<file path="src/rtl/lsq_request_issuer_pkg.sv">
// Shared types for the load/store request issuer: response metadata, load
// size encodings and the load-result alignment helper.
package lsq_request_issuer_pkg;

  typedef logic [3:0] id_t;

  typedef struct packed {
    id_t        id;
    logic [2:0] fn3;
    logic [1:0] offset;
  } lsq_rsp_meta_t;

  localparam logic [2:0] LS_B  = 3'b000;
  localparam logic [2:0] LS_H  = 3'b001;
  localparam logic [2:0] LS_W  = 3'b010;
  localparam logic [2:0] LS_BU = 3'b100;
  localparam logic [2:0] LS_HU = 3'b101;

  // Move the addressed byte/half down to bit 0, then sign- or zero-extend.
  function automatic logic [31:0] align_load(input logic [31:0] word,
                                             input logic [2:0]  fn3,
                                             input logic [1:0]  offset);
    logic [31:0] shifted;
    shifted = word >> {offset, 3'b000};
    case (fn3)
      LS_B:    align_load = {{24{shifted[7]}}, shifted[7:0]};
      LS_H:    align_load = {{16{shifted[15]}}, shifted[15:0]};
      LS_BU:   align_load = {24'd0, shifted[7:0]};
      LS_HU:   align_load = {16'd0, shifted[15:0]};
      LS_W:    align_load = word;
      default: align_load = word;
    endcase
  endfunction

endpackage

</file>
<file path="src/rtl/lsq_request_issuer_load_tracker.sv">
// In-order tracker for outstanding loads/AMOs: metadata FIFO filled at issue,
// data FIFO filled by memory responses, results formed from both heads.
module lsq_request_issuer_load_tracker
  import lsq_request_issuer_pkg::*;
#(
  parameter int DEPTH = 4
) (
  input  logic          clk,
  input  logic          rst,
  input  logic          push,
  input  lsq_rsp_meta_t push_meta,
  input  logic          rsp_valid,
  input  logic [31:0]   rsp_data,
  input  logic          ack,
  output logic          full,
  output logic          done,
  output id_t           done_id,
  output logic [31:0]   done_data,
  output logic          idle
);
  localparam int AW = $clog2(DEPTH);
  localparam int PW = AW + 1;

  lsq_rsp_meta_t meta_mem [DEPTH];
  logic [31:0]   data_mem [DEPTH];
  logic [PW-1:0] meta_wr, meta_rd, data_wr, data_rd, count;
  logic          data_push, pop;
  lsq_rsp_meta_t head_meta;

  // Meta entries live from issue until writeback ack, so they are the credit count.
  assign count     = meta_wr - meta_rd;
  assign full      = (count == PW'(DEPTH));
  assign idle      = (count == '0);
  assign done      = (data_wr != data_rd);
  assign pop       = done & ack;
  assign data_push = rsp_valid & ~idle;

  assign head_meta = meta_mem[meta_rd[AW-1:0]];
  assign done_id   = head_meta.id;
  assign done_data = align_load(data_mem[data_rd[AW-1:0]], head_meta.fn3, head_meta.offset);

  always_ff @(posedge clk or posedge rst) begin
    if (rst) begin
      meta_wr <= '0;
      meta_rd <= '0;
      data_wr <= '0;
      data_rd <= '0;
    end else begin
      if (push)      meta_wr <= meta_wr + 1'b1;
      if (data_push) data_wr <= data_wr + 1'b1;
      if (pop) begin
        meta_rd <= meta_rd + 1'b1;
        data_rd <= data_rd + 1'b1;
      end
    end
  end

  always_ff @(posedge clk) begin
    if (push)      meta_mem[meta_wr[AW-1:0]] <= push_meta;
    if (data_push) data_mem[data_wr[AW-1:0]] <= rsp_data;
  end

  // A response with nothing outstanding is dropped above; flag it loudly.
  rsp_without_request: assert property (@(posedge clk) disable iff (rst) rsp_valid |-> !idle);

endmodule

</file>
<file path="src/rtl/lsq_request_issuer.sv">
// Consumer end of the load/store queue: zero-cycle issue of the queue head to
// data memory, blocking loads only when the load tracker has no credit left.
module lsq_request_issuer
  import lsq_request_issuer_pkg::*;
#(
  parameter int MAX_OUTSTANDING = 4,
  parameter int ID_W            = $bits(id_t)
) (
  input  logic            clk,
  input  logic            rst,
  input  logic            lsq_valid,
  input  logic            lsq_load,
  input  logic            lsq_store,
  input  logic [31:0]     lsq_addr,
  input  logic [3:0]      lsq_be,
  input  logic [2:0]      lsq_fn3,
  input  logic [31:0]     lsq_data,
  input  logic [ID_W-1:0] lsq_id,
  output logic            lsq_pop,
  output logic            mem_req,
  input  logic            mem_ready,
  output logic [31:0]     mem_addr,
  output logic            mem_we,
  output logic [3:0]      mem_be,
  output logic [31:0]     mem_wdata,
  output logic            mem_needs_rsp,
  input  logic            mem_rvalid,
  input  logic [31:0]     mem_rdata,
  output logic            wb_done,
  output logic [ID_W-1:0] wb_id,
  output logic [31:0]     wb_data,
  input  logic            wb_ack,
  output logic            idle
);
  logic          needs_rsp, blocked, tracker_full, issue;
  lsq_rsp_meta_t issue_meta;
  id_t           tracker_id;

  // Full tracker is checked against the registered count, so a same-cycle ack
  // only frees the credit for the following cycle.
  assign needs_rsp = lsq_load;
  assign blocked   = needs_rsp & tracker_full;
  assign mem_req   = lsq_valid & ~blocked & ~rst;
  assign lsq_pop   = mem_req & mem_ready;
  assign issue     = lsq_pop & needs_rsp;

  assign mem_addr      = {lsq_addr[31:2], 2'b00};
  assign mem_we        = lsq_store;
  assign mem_be        = lsq_be;
  assign mem_wdata     = lsq_data;
  assign mem_needs_rsp = needs_rsp;

  assign issue_meta = '{id: id_t'(lsq_id), fn3: lsq_fn3, offset: lsq_addr[1:0]};
  assign wb_id      = ID_W'(tracker_id);

  lsq_request_issuer_load_tracker #(
    .DEPTH(MAX_OUTSTANDING)
  ) tracker (
    .clk       (clk),
    .rst       (rst),
    .push      (issue),
    .push_meta (issue_meta),
    .rsp_valid (mem_rvalid),
    .rsp_data  (mem_rdata),
    .ack       (wb_ack),
    .full      (tracker_full),
    .done      (wb_done),
    .done_id   (tracker_id),
    .done_data (wb_data),
    .idle      (idle)
  );

endmodule
</file>
<file path="config.mk">
export PLATFORM = sky130hd
export DESIGN_NAME = lsq_request_issuer
export DESIGN_NICKNAME = d
export VERILOG_FILES = /design/src/rtl/lsq_request_issuer_pkg.sv /design/src/rtl/lsq_request_issuer_load_tracker.sv /design/src/rtl/lsq_request_issuer.sv
export SDC_FILE = /design/constraint.sdc
export NUM_CORES = 1
export LEC_CHECK = 0
export CORE_UTILIZATION = 45
export DETAILED_ROUTE_END_ITERATION = 10
export PLACE_DENSITY_LB_ADDON = 0.1
export RECOVER_POWER = 25
export SYNTH_ARGS = -nofsm -noshare
export SYNTH_HDL_FRONTEND = slang
export SYNTH_SLANG_ARGS = --single-unit
</file>
<file path="constraint.sdc">
create_clock -name clk -period 3.7 [get_ports clk]
set_input_delay 0.555 -clock clk [delete_from_list [all_inputs] [get_ports clk]]
set_output_delay 0.555 -clock clk [all_outputs]
set_load 0.02 [all_outputs]
</file>
[After elaboration in Yosys (flattened, before gate mapping)]
Memories as Yosys holds them, arrays and structs flattened.
Index checks and enable logic that the tools add are counted.
Word-level totals
  register bits after elaboration: 12
  bits in writable memories: 164
  input port bits: 115
  output and inout port bits: 110
  memories kept: 2
Memory list
  tracker.data_mem: words 4, width 32, read ports 1, clocked after Yosys merged registers in 0, wr ports 1, line lsq_request_issuer_load_tracker.sv:25  | logic [31:0] data_mem [DEPTH];
  tracker.meta_mem: words 4, width 9, read ports 1, clocked after Yosys merged registers in 0, wr ports 1, line lsq_request_issuer_load_tracker.sv:24  | lsq_rsp_meta_t meta_mem [DEPTH];
Operators by class
  add/subtract/negate cells: 5
  equality and inequality tests: 5
  shift operators: 1
  mux-type cells: 5
  bitwise logic cells: 10
  reduce and logical (&&, ||, !) cells: 2
Operators by type and width (count)
  one-hot mux 32 bit (4 select lines): 1
  >> shifter 32 x 5 -> 16 bit: 1
  adder 3 x 1 -> 3 bit (second input constant): 4
  == test 3 bit (second input constant): 3
  AND 1 bit: 7
  zero test 3 bit: 2
  two-way mux 1 bit: 4
  == test 3 x 1 -> 1 bit (second input constant): 1
  inequality test 3 bit: 1
  NOT 1 bit: 3
  subtractor 3 bit: 1

[Depth between registers and ports, before layout]
Gate-level depths: netlist of run 1.
  depth in word-level cells: 10
  depth in mapped cells: 8
  gate-level depth less buffers: 7

[Modules after synthesis]
Synthesis of run 1 repeated with hierarchy kept, for this count alone.
Unflattened totals
  cell total of the unflattened synthesis: 499
  area total of the unflattened synthesis: 8055.2 µm²
By module, submodules not included
  lsq_request_issuer_load_tracker: times used 1, cells each 423, area each 7477.2 µm²
  lsq_request_issuer: times used 1, cells each 76, area each 578.1 µm²

[Worst setup path before layout of run 1]
Ideal clock, no wire load.
  kind: reg2out
  start point: register tracker.meta_rd[0]
  end point: output wb_data[10]
  data arrival time: 2118 ps
  data required time: 3145 ps
  slack: 1027 ps
  cell stages (with the launch flop): 8
  buffers on the path: 2
  cells stage by stage: dfrtp_1 buf_6 mux4_2 buf_6 mux2i_2 o221ai_2 o21ai_0 o21ai_1
On the way
  cells in the longest elaborated chain, start to end: 3
  elaborated cells on any way between the ends: 7
RTL lines
  start, declared: line lsq_request_issuer_load_tracker.sv:26  | logic [PW-1:0] meta_wr, meta_rd, data_wr, data_rd, count;
  start signal, assigned: line lsq_request_issuer_load_tracker.sv:52  | meta_rd <= meta_rd + 1'b1;
  memory (4 x 9 bit) *
  >> shifter 32 x 5 -> 16 bit, or another cell as far along: line lsq_request_issuer_pkg.sv:24  | shifted = word >> {offset, 3'b000};
  one-hot mux 32 bit (4 select lines) *: line lsq_request_issuer_pkg.sv:25  | case (fn3)
  end, declared: line lsq_request_issuer.sv:31  | output logic [31:0] wb_data,
Every way passes the cells marked *; elsewhere a longest branch is shown, timed or not.

[Worst setup path after layout of run 1]
  start point: register tracker.meta_rd[0]
  end point: output wb_data[25]
The elaborated chain is that of the path after synthesis.

==> results.md, run 1 <==
Placement:
- The worst slack after detailed placement is 0.251 ns.
- After detailed placement, the design holds a cell count of 743.
- The count of buffers added on input and output ports is 88.
- Once detailed placement completed, the half-perimeter wirelength came to 12.2 mm.
- The cell area after placement is 0.00873 mm².
- The final weighted congestion in routability-driven placement is 0.756.

Synthesis:
- After synthesis, the share of flip-flops with an asynchronous set or reset is 0.0682.
- The area of the mapped netlist is 0.00803 mm².
- After synthesis the netlist holds a flip-flop and latch count of 176.
- Counting flops with a built-in enable in the synthesized netlist gives 164.
- In this run the mean area of a mapped cell was 16.2 µm².
- The sequential-to-total area share from yosys stat is 0.651.
- The flip-flop cell with the highest count after synthesis is edfxtp_1.
- The netlist uses 37 different library cells.
- For this run, the number of Yosys warnings is 0.
- The instance count of the mapped netlist is 497.

Floorplan:
- The number of core rows is 48.
- From left edge to right edge, the die measures 136 µm.
- The I/O pin total is 225.
- The initial utilization of the core area, before any placement, comes to 0.463.
- The die is 136 µm tall.
- The placeable core area is 0.0174 mm².
- The die covers 0.0184 mm².

Global route:
- For met2 alone, demand over resource in global routing was 0.307.
- For met1 alone, demand over resource in global routing was 0.248.
- The first global-routing pass estimated 25.5 mm of wire.
- The layer flagged by global routing as most heavily used is met2.
- Summed over all layers, the global routing overflow is 0.
- For this run, global-route usage on met3 was measured as 0.0546.
- The initial antenna violation count is 0.
- The global-route usage over all layers is 0.198.
- Entering global routing, the biggest net connects 41 pins.
- The number of global-route vias before repair came to 4283.

Drt:
- The total wirelength of the detailed-routed design is 17.4 mm.
- The number of search-and-repair iterations in the first detailed-routing pass is 4.
- After detailed routing, the average wire length per cell comes to 22.3 µm.
- Using the TritonRoute via totals, the vias-per-cell ratio works out to 5.36.
- The detailed router finished its first iteration with 247 violations.
- The detail route stage leaves a number of antenna-violating nets equal to 0.
- The total number of vias is 4179.
- The number of DRC violations after detailed routing is 0.

STA:
- The number of max-slew violations in the final report is 0.
- Setup repair after global routing left no endpoint under its margin.
- After routing, the total negative slack on setup checks comes to 0 ns.
- The final critical path time including I/O delays and setup is 3.54 ns.
- In the finished design, the share of the clock period the worst path needs comes to 0.957.
- The final count of hold timing violations is 0.
- The worst relative slew slack is 0.479.
- Setup violations remaining at the end of the flow were counted as 0.
- The post-route clock skew is 0.00727 ns.
- For the pin with the worst max-slew slack, the measured transition is 0.781 ns.
- The final critical-path setup slack is 0.159 ns.
- Derived from the worst setup path, the maximum achievable clock frequency is 282 MHz.

Cells and area:
- Compared with the post-synthesis result, the final layout area differs by 16.7%.
- For this run, the share of the core covered by cells in the final layout is 0.540.
- Leaving out filler cells and counting taps, the final layout contains 779.
- The post-layout instance area is 0.00937 mm².
- The diode insertion count for antenna repair is 0.
- The final layout contains 668 nets.
- In the final layout, the share of cells above drive strength 1 is 0.202.

Clock tree:
- CTS saw 176 sinks.
- The clock tree synthesis step divided the H-tree into 4 levels.
- The CTS clock-pin slew for the worst setup and hold paths is 0.06 ns.
- TritonCTS built the clock tree.
- The clock passes through at most 2 buffers.
- The clock latency on the worst-skew pair is 0.42 ns.
- The root buffer cell is clkbuf_16.
- The number of buffers created by CTS is 17.
- The post-cts hold buffer count is 0.

Worst setup path:
- The critical path startpoint category is a register.
- The register-to-register setup slack is 0.95 ns.
- The endpoint kind of the worst setup timing path is a primary output.
- The biggest fanout along the worst timing path is 17.
- The sum of buffers and inverters on the critical path is 3.
- The worst register-to-register path has a depth of 6.
- The arrival time at the worst endpoint is 2.99 ns.
- The classification of the worst setup path is register to primary output.
- The required time at the worst-slack endpoint is 3.14 ns.
- The critical path startpoint is tracker.meta_rd[0]$_DFFE_PP0P_.
- Among cell families on the critical path, the largest total delay comes from buffers and inverters.
- For this run, the slowest stage of the critical path takes 0.62 ns.
- The worst reg2reg path endpoint is tracker.meta_mem[3][3]$_DFFE_PP_.
- Traced cell by cell, the critical path runs through mux4_2, buf_4, o32ai_2, o21ai_4, buf_4, nand2_2, clkdlybuf4s50_1.
- The worst flop-to-flop path startpoint is tracker.meta_rd[0]$_DFFE_PP0P_.
- Among the stages of the critical path, the cell type that occurs most often is buf_4.
- The highest-delay cell along the critical path is mux4_2.

Worst hold path:
- The endpoint of the worst hold path is tracker.meta_wr[2]$_DFFE_PP0P_.
- The number of cells on the worst hold path is 1.
- The worst hold path begins at tracker.meta_wr[2]$_DFFE_PP0P_.
- The worst min-delay path class is register to register.

Power and ir drop:
- The worst-case IR drop observed on VDD is 458 µV.
- The static leakage is 0.00335 µW.
- The power density relative to cell area is 932 mW/mm².

Run status:
- The flow ran to the end, and the final reports show no timing, DRC or antenna violations.

Flow run:
- The reported max-cap violation count is 0.
==> flip-flops by register name (all words and copies together), names as in the netlist <==
register,count
tracker.meta_mem,36
tracker.data_mem,128
tracker.meta_wr,3
tracker.meta_rd,3
tracker.data_rd,3
tracker.data_wr,3
==> worst register-to-register path, delay by kind of cell (launching register included) <==
kind                     cells  cell delay, ns
flip-flops                   1            0.45
XOR/XNOR                     1            0.17
AND/OR/NAND/NOR              2            0.72
AO/OA/AOI/OAI                1            0.67
buffers and inverters        1            0.18
adder cells (fa/ha/maj)      1            0.19
==> cell usage after synthesis, types with 2 or more instances <==
library cell    n  area, µm²
a21oi_1         8       40.0
and2_1         10       62.6
buf_1           2       7.51
buf_2           7       35.0
buf_4          71        533
buf_6           3       33.8
clkbuf_1        8       30.0
dfrtp_1        12        300
edfxtp_1      164       4920
ha_1           12        150
inv_1          15       56.3
mux2i_1        15        150
mux4_1          6        158
mux4_2         35        788
nand2_1        43        161
nand2_2        10       62.6
nand2b_1        2       12.5
nor2_1         12       45.0
o21ai_0         8       40.0
o21ai_1        11       55.1
o22a_1          8       70.1
o22ai_1         8       50.1
xnor2_1        12        105
xor2_1          2       17.5
==> per-stage QoR <==
stage                     hold slack [ns]  power, µW
after floorplan                     0.428       5540
after global placement              0.475       6990
after detailed placement            0.480       7030
final                               0.497       8730
after global routing                0.501       9190
after CTS                           0.422       8840
==> worst max path at each step <==
stage	endpoint	slack (ns)	depth (start not counted)
final	wb_data[25]	0.16	7
after global routing	wb_data[15]	0.03	6
after CTS	wb_data[11]	0.04	7
after detailed placement	wb_data[25]	0.25	7
after global placement	wb_data[25]	0.32	7
after floorplan	wb_data[10]	1.03	7
==> area by class of cell <==
type / instances / area [µm²]
Fill cell: 1393 / 7990
Sequential cell: 176 / 5230
Multi-Input combinational cell: 216 / 2110
Timing Repair Buffer: 115 / 1110
Clock buffer: 18 / 429
Tap cell: 225 / 282
Clock inverter: 14 / 155
Inverter: 15 / 56.3
==> kinds of logic after synthesis <==
logic type                 share of synthesized area
AOI/OAI and AO/OA                             0.0408
xor gates and xnor gates                      0.0153
adders and majority gates                     0.0187
buffers and inverters                         0.0866
DFF                                            0.651
muxes                                          0.141
other                                       0.000467
and+or+nand+nor                               0.0463
==> placed cells by master, fill, tap and decap left out, types with 11 or more instances in the layout <==
master and count:
nand2_1 43, buf_4 23, mux2i_1 15, ha_1 12, dlygate4sd3_1 28, mux4_2 36
clkbuf_16 17, inv_1 15, xnor2_1 12, clkdlybuf4s50_1 53, nor2_1 11, o21ai_1 11
edfxtp_1 164
==> routing by layer <==
metal | vias up | wire length (µm)
met5 | - | 0
met4 | 0 | 787
met3 | 73 | 1030
met2 | 123 | 8420
met1 | 2100 | 7130
li1 | 1883 | -
==> repair_timing <==
action / 4_1_cts / 5_1_grt
buffers inserted: 4 / 0
setup endpoints to repair: 30 / 6
resized for setup: 7 / 5
pin swaps: 1 / 0
==> report_power, final <==
part / switching, µW / total, µW / internal [µW]
Combinational: 2290 / 4170 / 1880
Clock: 759 / 1770 / 1010
Sequential: 163 / 2790 / 2630
Note: power is estimated with default switching activity, not from simulation.
==> inputs of run 2 (changes only) <==
Settings changed: CAP_MARGIN set to 10.
==> results of run 2 <==
No change in the layout: final DEF, timing and power equal those of run 1.
==> inputs of run 3 (changes only) <==
Settings changed: CORE_MARGIN set to 2, CTS_CLUSTER_SIZE set to 16.
==> results.md, run 3 (synthesis gave the netlist of run 1 again) <==
STA:
- The final clock period utilization by the worst path is 0.966 (was 0.957).
- Unrepaired setup endpoints after global routing: false (unchanged).
- The final count of hold timing violations is 0 (unchanged).
- The post-route clock skew is 0.00926 ns (was 0.00727 ns).
- The final setup TNS is 0 ns (unchanged).
- The final critical path time including I/O delays and setup is 3.58 ns (was 3.54 ns).
- The fmax was 280 MHz (was 282 MHz).
- The final-report setup violation count is 0 (unchanged).
- The final critical-path setup slack is 0.124 ns (was 0.159 ns).
- The slew at the pin closest to its max-slew limit is 0.744 ns (was 0.781 ns).
- The number of max-slew violations in the final report is 0 (unchanged).
- The worst relative slew slack is 0.501 (was 0.479).
- The worst hold margin is 0.490 ns (was 0.497 ns).

Global route:
- The global-route usage over all layers is 0.195 (was 0.198).
- The first-pass GRT wire length came to 25.9 mm (was 25.5 mm).
- The leftover overflow at the end of global routing is 0 (unchanged).
- The initial antenna violation count is 1 (was 0).
- The number of global-route vias before repair was 4407 (was 4283).
- The pin count of the biggest net entering global routing is 36 (was 41).

Run status:
- Run status: completed (unchanged).

Placement:
- The number of placed instances with taps included is 741 (was 743).
- The worst slack after detailed placement was 0.422 ns (was 0.251 ns).
- The number of port buffers was 88 (unchanged).
- The final weighted congestion in routability-driven placement is 0.794 (was 0.756).
- The post-DP HPWL is 12.5 mm (was 12.2 mm).

Worst setup path:
- The endpoint kind of the worst setup timing path is a primary output (unchanged).
- The worst flop-to-flop path startpoint is tracker.meta_rd[0]$_DFFE_PP0P_ (unchanged).
- The register-to-register setup slack is 0.91 ns (was 0.95 ns).
- The largest stage delay on the critical path is 0.66 ns (was 0.62 ns).
- The arrival time at the worst endpoint is 3.02 ns (was 2.99 ns).
- The biggest fanout along the worst timing path came to 7 (was 17).
- Cell breakdown of the critical path: mux4_1, or2_2, o221ai_2, buf_4, o21ai_0, o21ai_1, clkdlybuf4s50_1 (was mux4_2, buf_4, o32ai_2, o21ai_4, buf_4, nand2_2, clkdlybuf4s50_1).
- The highest-delay cell along the critical path is clkdlybuf4s50_1 (was mux4_2).
- The length in cells of the worst reg-to-reg path is 6 (unchanged).
- The required time at the worst-slack endpoint is 3.14 ns (about the same).
- The worst reg2reg path endpoint is tracker.meta_mem[3][2]$_DFFE_PP_ (was tracker.meta_mem[3][3]$_DFFE_PP_).
- The classification of the worst setup path is register to primary output (unchanged).
- The critical path startpoint category is a register (unchanged).

Clock tree:
- The CTS tree was yes (unchanged).
- The deepest level of the CTS H-tree came to 4 (unchanged).
- The root buffer cell is clkbuf_16 (unchanged).
- The number of clock sinks seen by CTS was 176 (unchanged).
- The clock latency on the worst-skew pair came to 0.42 ns (about the same).
- The worst-case clock buffer depth is 2 (unchanged).
- The number of buffers created by CTS is 17 (unchanged).
- The CTS clock-pin slew for the worst setup and hold paths was 0.07 ns (was 0.06 ns).
- The post-cts hold buffer count is 0 (unchanged).

Drt:
- The number of DRC violations after detailed routing is 0 (unchanged).
- The total wirelength of the detailed-routed design was 17.7 mm (was 17.4 mm).
- The total number of vias is 4154 (was 4179).
- The number of DRC markers after the initial detailed-route iteration was 183 (was 247).
- The number of routed nets with antenna violations is 0 (unchanged).
- The vias per cell is 5.35 (was 5.36).
- The number of search-and-repair iterations in the first detailed-routing pass came to 4 (unchanged).
- The routed wirelength normalized by instance count is 22.8 µm (was 22.3 µm).

Worst hold path:
- The worst min-delay path startpoint is tracker.data_wr[2]$_DFFE_PP0N_ (was tracker.meta_wr[2]$_DFFE_PP0P_).
- The endpoint of the worst hold path is tracker.data_wr[2]$_DFFE_PP0N_ (was tracker.meta_wr[2]$_DFFE_PP0P_).
- The number of cells on the worst hold path was 1 (unchanged).
- The worst min-delay path class was register to register (unchanged).

Cells and area:
- Leading cell types in the layout, fill and taps excluded: edfxtp_1, clkdlybuf4s50_1, nand2_1 (unchanged).
- The post-synthesis to final-layout area growth is 16.5% (was 16.7%).
- The post-route non-filler standard cell count is 776 (was 779).
- The combined flip-flop and latch cell area came to 0.00523 mm² (about the same).
- The number of nets at the end of the flow is 664 (was 668).
- The layout filler cell count is 1377 (was 1393).
- The area of the multi-input gates is 0.00211 mm² (about the same).
- The share of post-route cells with drive strength above 1 is 0.195 (was 0.202).
- The number of flip-flops in the largest register is 128 (unchanged).
- The most common cell after layout, fill and taps aside is edfxtp_1 (unchanged).

Floorplan:
- The die boundary height is 138 µm (was 136 µm).
- The number of core rows came to 48 (unchanged).
- The horizontal die dimension is 138 µm (was 136 µm).
- The placeable core area is 0.0174 mm² (unchanged).
- The effective utilization at floorplan is 0.463 (unchanged).
- The I/O pin total came to 225 (unchanged).
- The area of the die is 0.0189 mm² (was 0.0184 mm²).

Power and ir drop:
- The power density relative to cell area is 941 mW/mm² (was 932 mW/mm²).
- The static leakage is 0.00330 µW (was 0.00335 µW).
- The peak supply drop is 555 µV (was 458 µV).

Flow run:
- The reported max-cap violation count is 0 (unchanged).
[run 3: changes by cell type in the layout (fill, tap and decap cells not counted), moves of 2 or more]
cell             change
clkdlybuf4s50_1      +6
buf_4                -3
dlymetal6s2s_1       -3
dlygate4sd2_1        -2
[run 3: per-stage QoR]
stage                     utilization  total power (µW)  cell area, µm²
final                           0.539              8810            9350
after global routing            0.539              9310            9350
after CTS                       0.538              8920            9340
after detailed placement        0.502              7060            8710
after global placement          0.502              7010            8710
after floorplan                     -              5540            8030
[run 3: worst max path at each step]
stage | cells past startpoint | slack [ns] | from | to
3_3_place_gp | 7 | 0.44 | tracker.data_rd[0]$_DFFE_PP0P_ | wb_data[10]
2_1_floorplan | 7 | 1.03 | tracker.meta_rd[0]$_DFFE_PP0P_ | wb_data[10]
5_1_grt | 7 | 0.001 | tracker.data_rd[1]$_DFFE_PP0P_ | wb_data[8]
6_report | 7 | 0.12 | tracker.meta_rd[0]$_DFFE_PP0P_ | wb_data[13]
4_1_cts | 8 | 0.02 | tracker.meta_rd[0]$_DFFE_PP0P_ | wb_data[25]
3_5_place_dp | 7 | 0.42 | tracker.meta_rd[0]$_DFFE_PP0P_ | wb_data[11]
[run 3: area by class of cell]
cell class	instances	area share
clock buffers	19	0.0463
well taps	225	0.0301
diodes	1	0.000268
flip-flops and latches	176	0.559
clock inverters	13	0.0189
multi-input cells	216	0.226
repair buffers	111	0.114
inverters	15	0.00602
[run 3: worst max-delay path, delay by kind of cell, from the launching register on]
family                 cells  cell delay [ns]
AND/OR/NAND/NOR            1             0.30
buffers and inverters      2             0.83
AO/OA/AOI/OAI              3             0.44
multiplexers               1             0.60
flip-flops                 1             0.43
[run 3: what timing repair did]
item                       CTS  global route
buffers inserted             2             0
gates resized for setup      2             6
setup endpoints to repair    2            26
[run 3: metal layers]
layer  share of wire  up-vias  GRT usage
met3           0.067       70     0.0460
met1            0.39     2064      0.243
met4           0.047        0      0.107
met2            0.49      145      0.316
met5               0        -          0
li1                -     1875          -
[run 3: power breakdown]
group          internal [µW]  switching, µW  leakage, µW
registers               2630            179      0.00164
clock network           1080            748     0.000292
logic                   1870           2300      0.00137
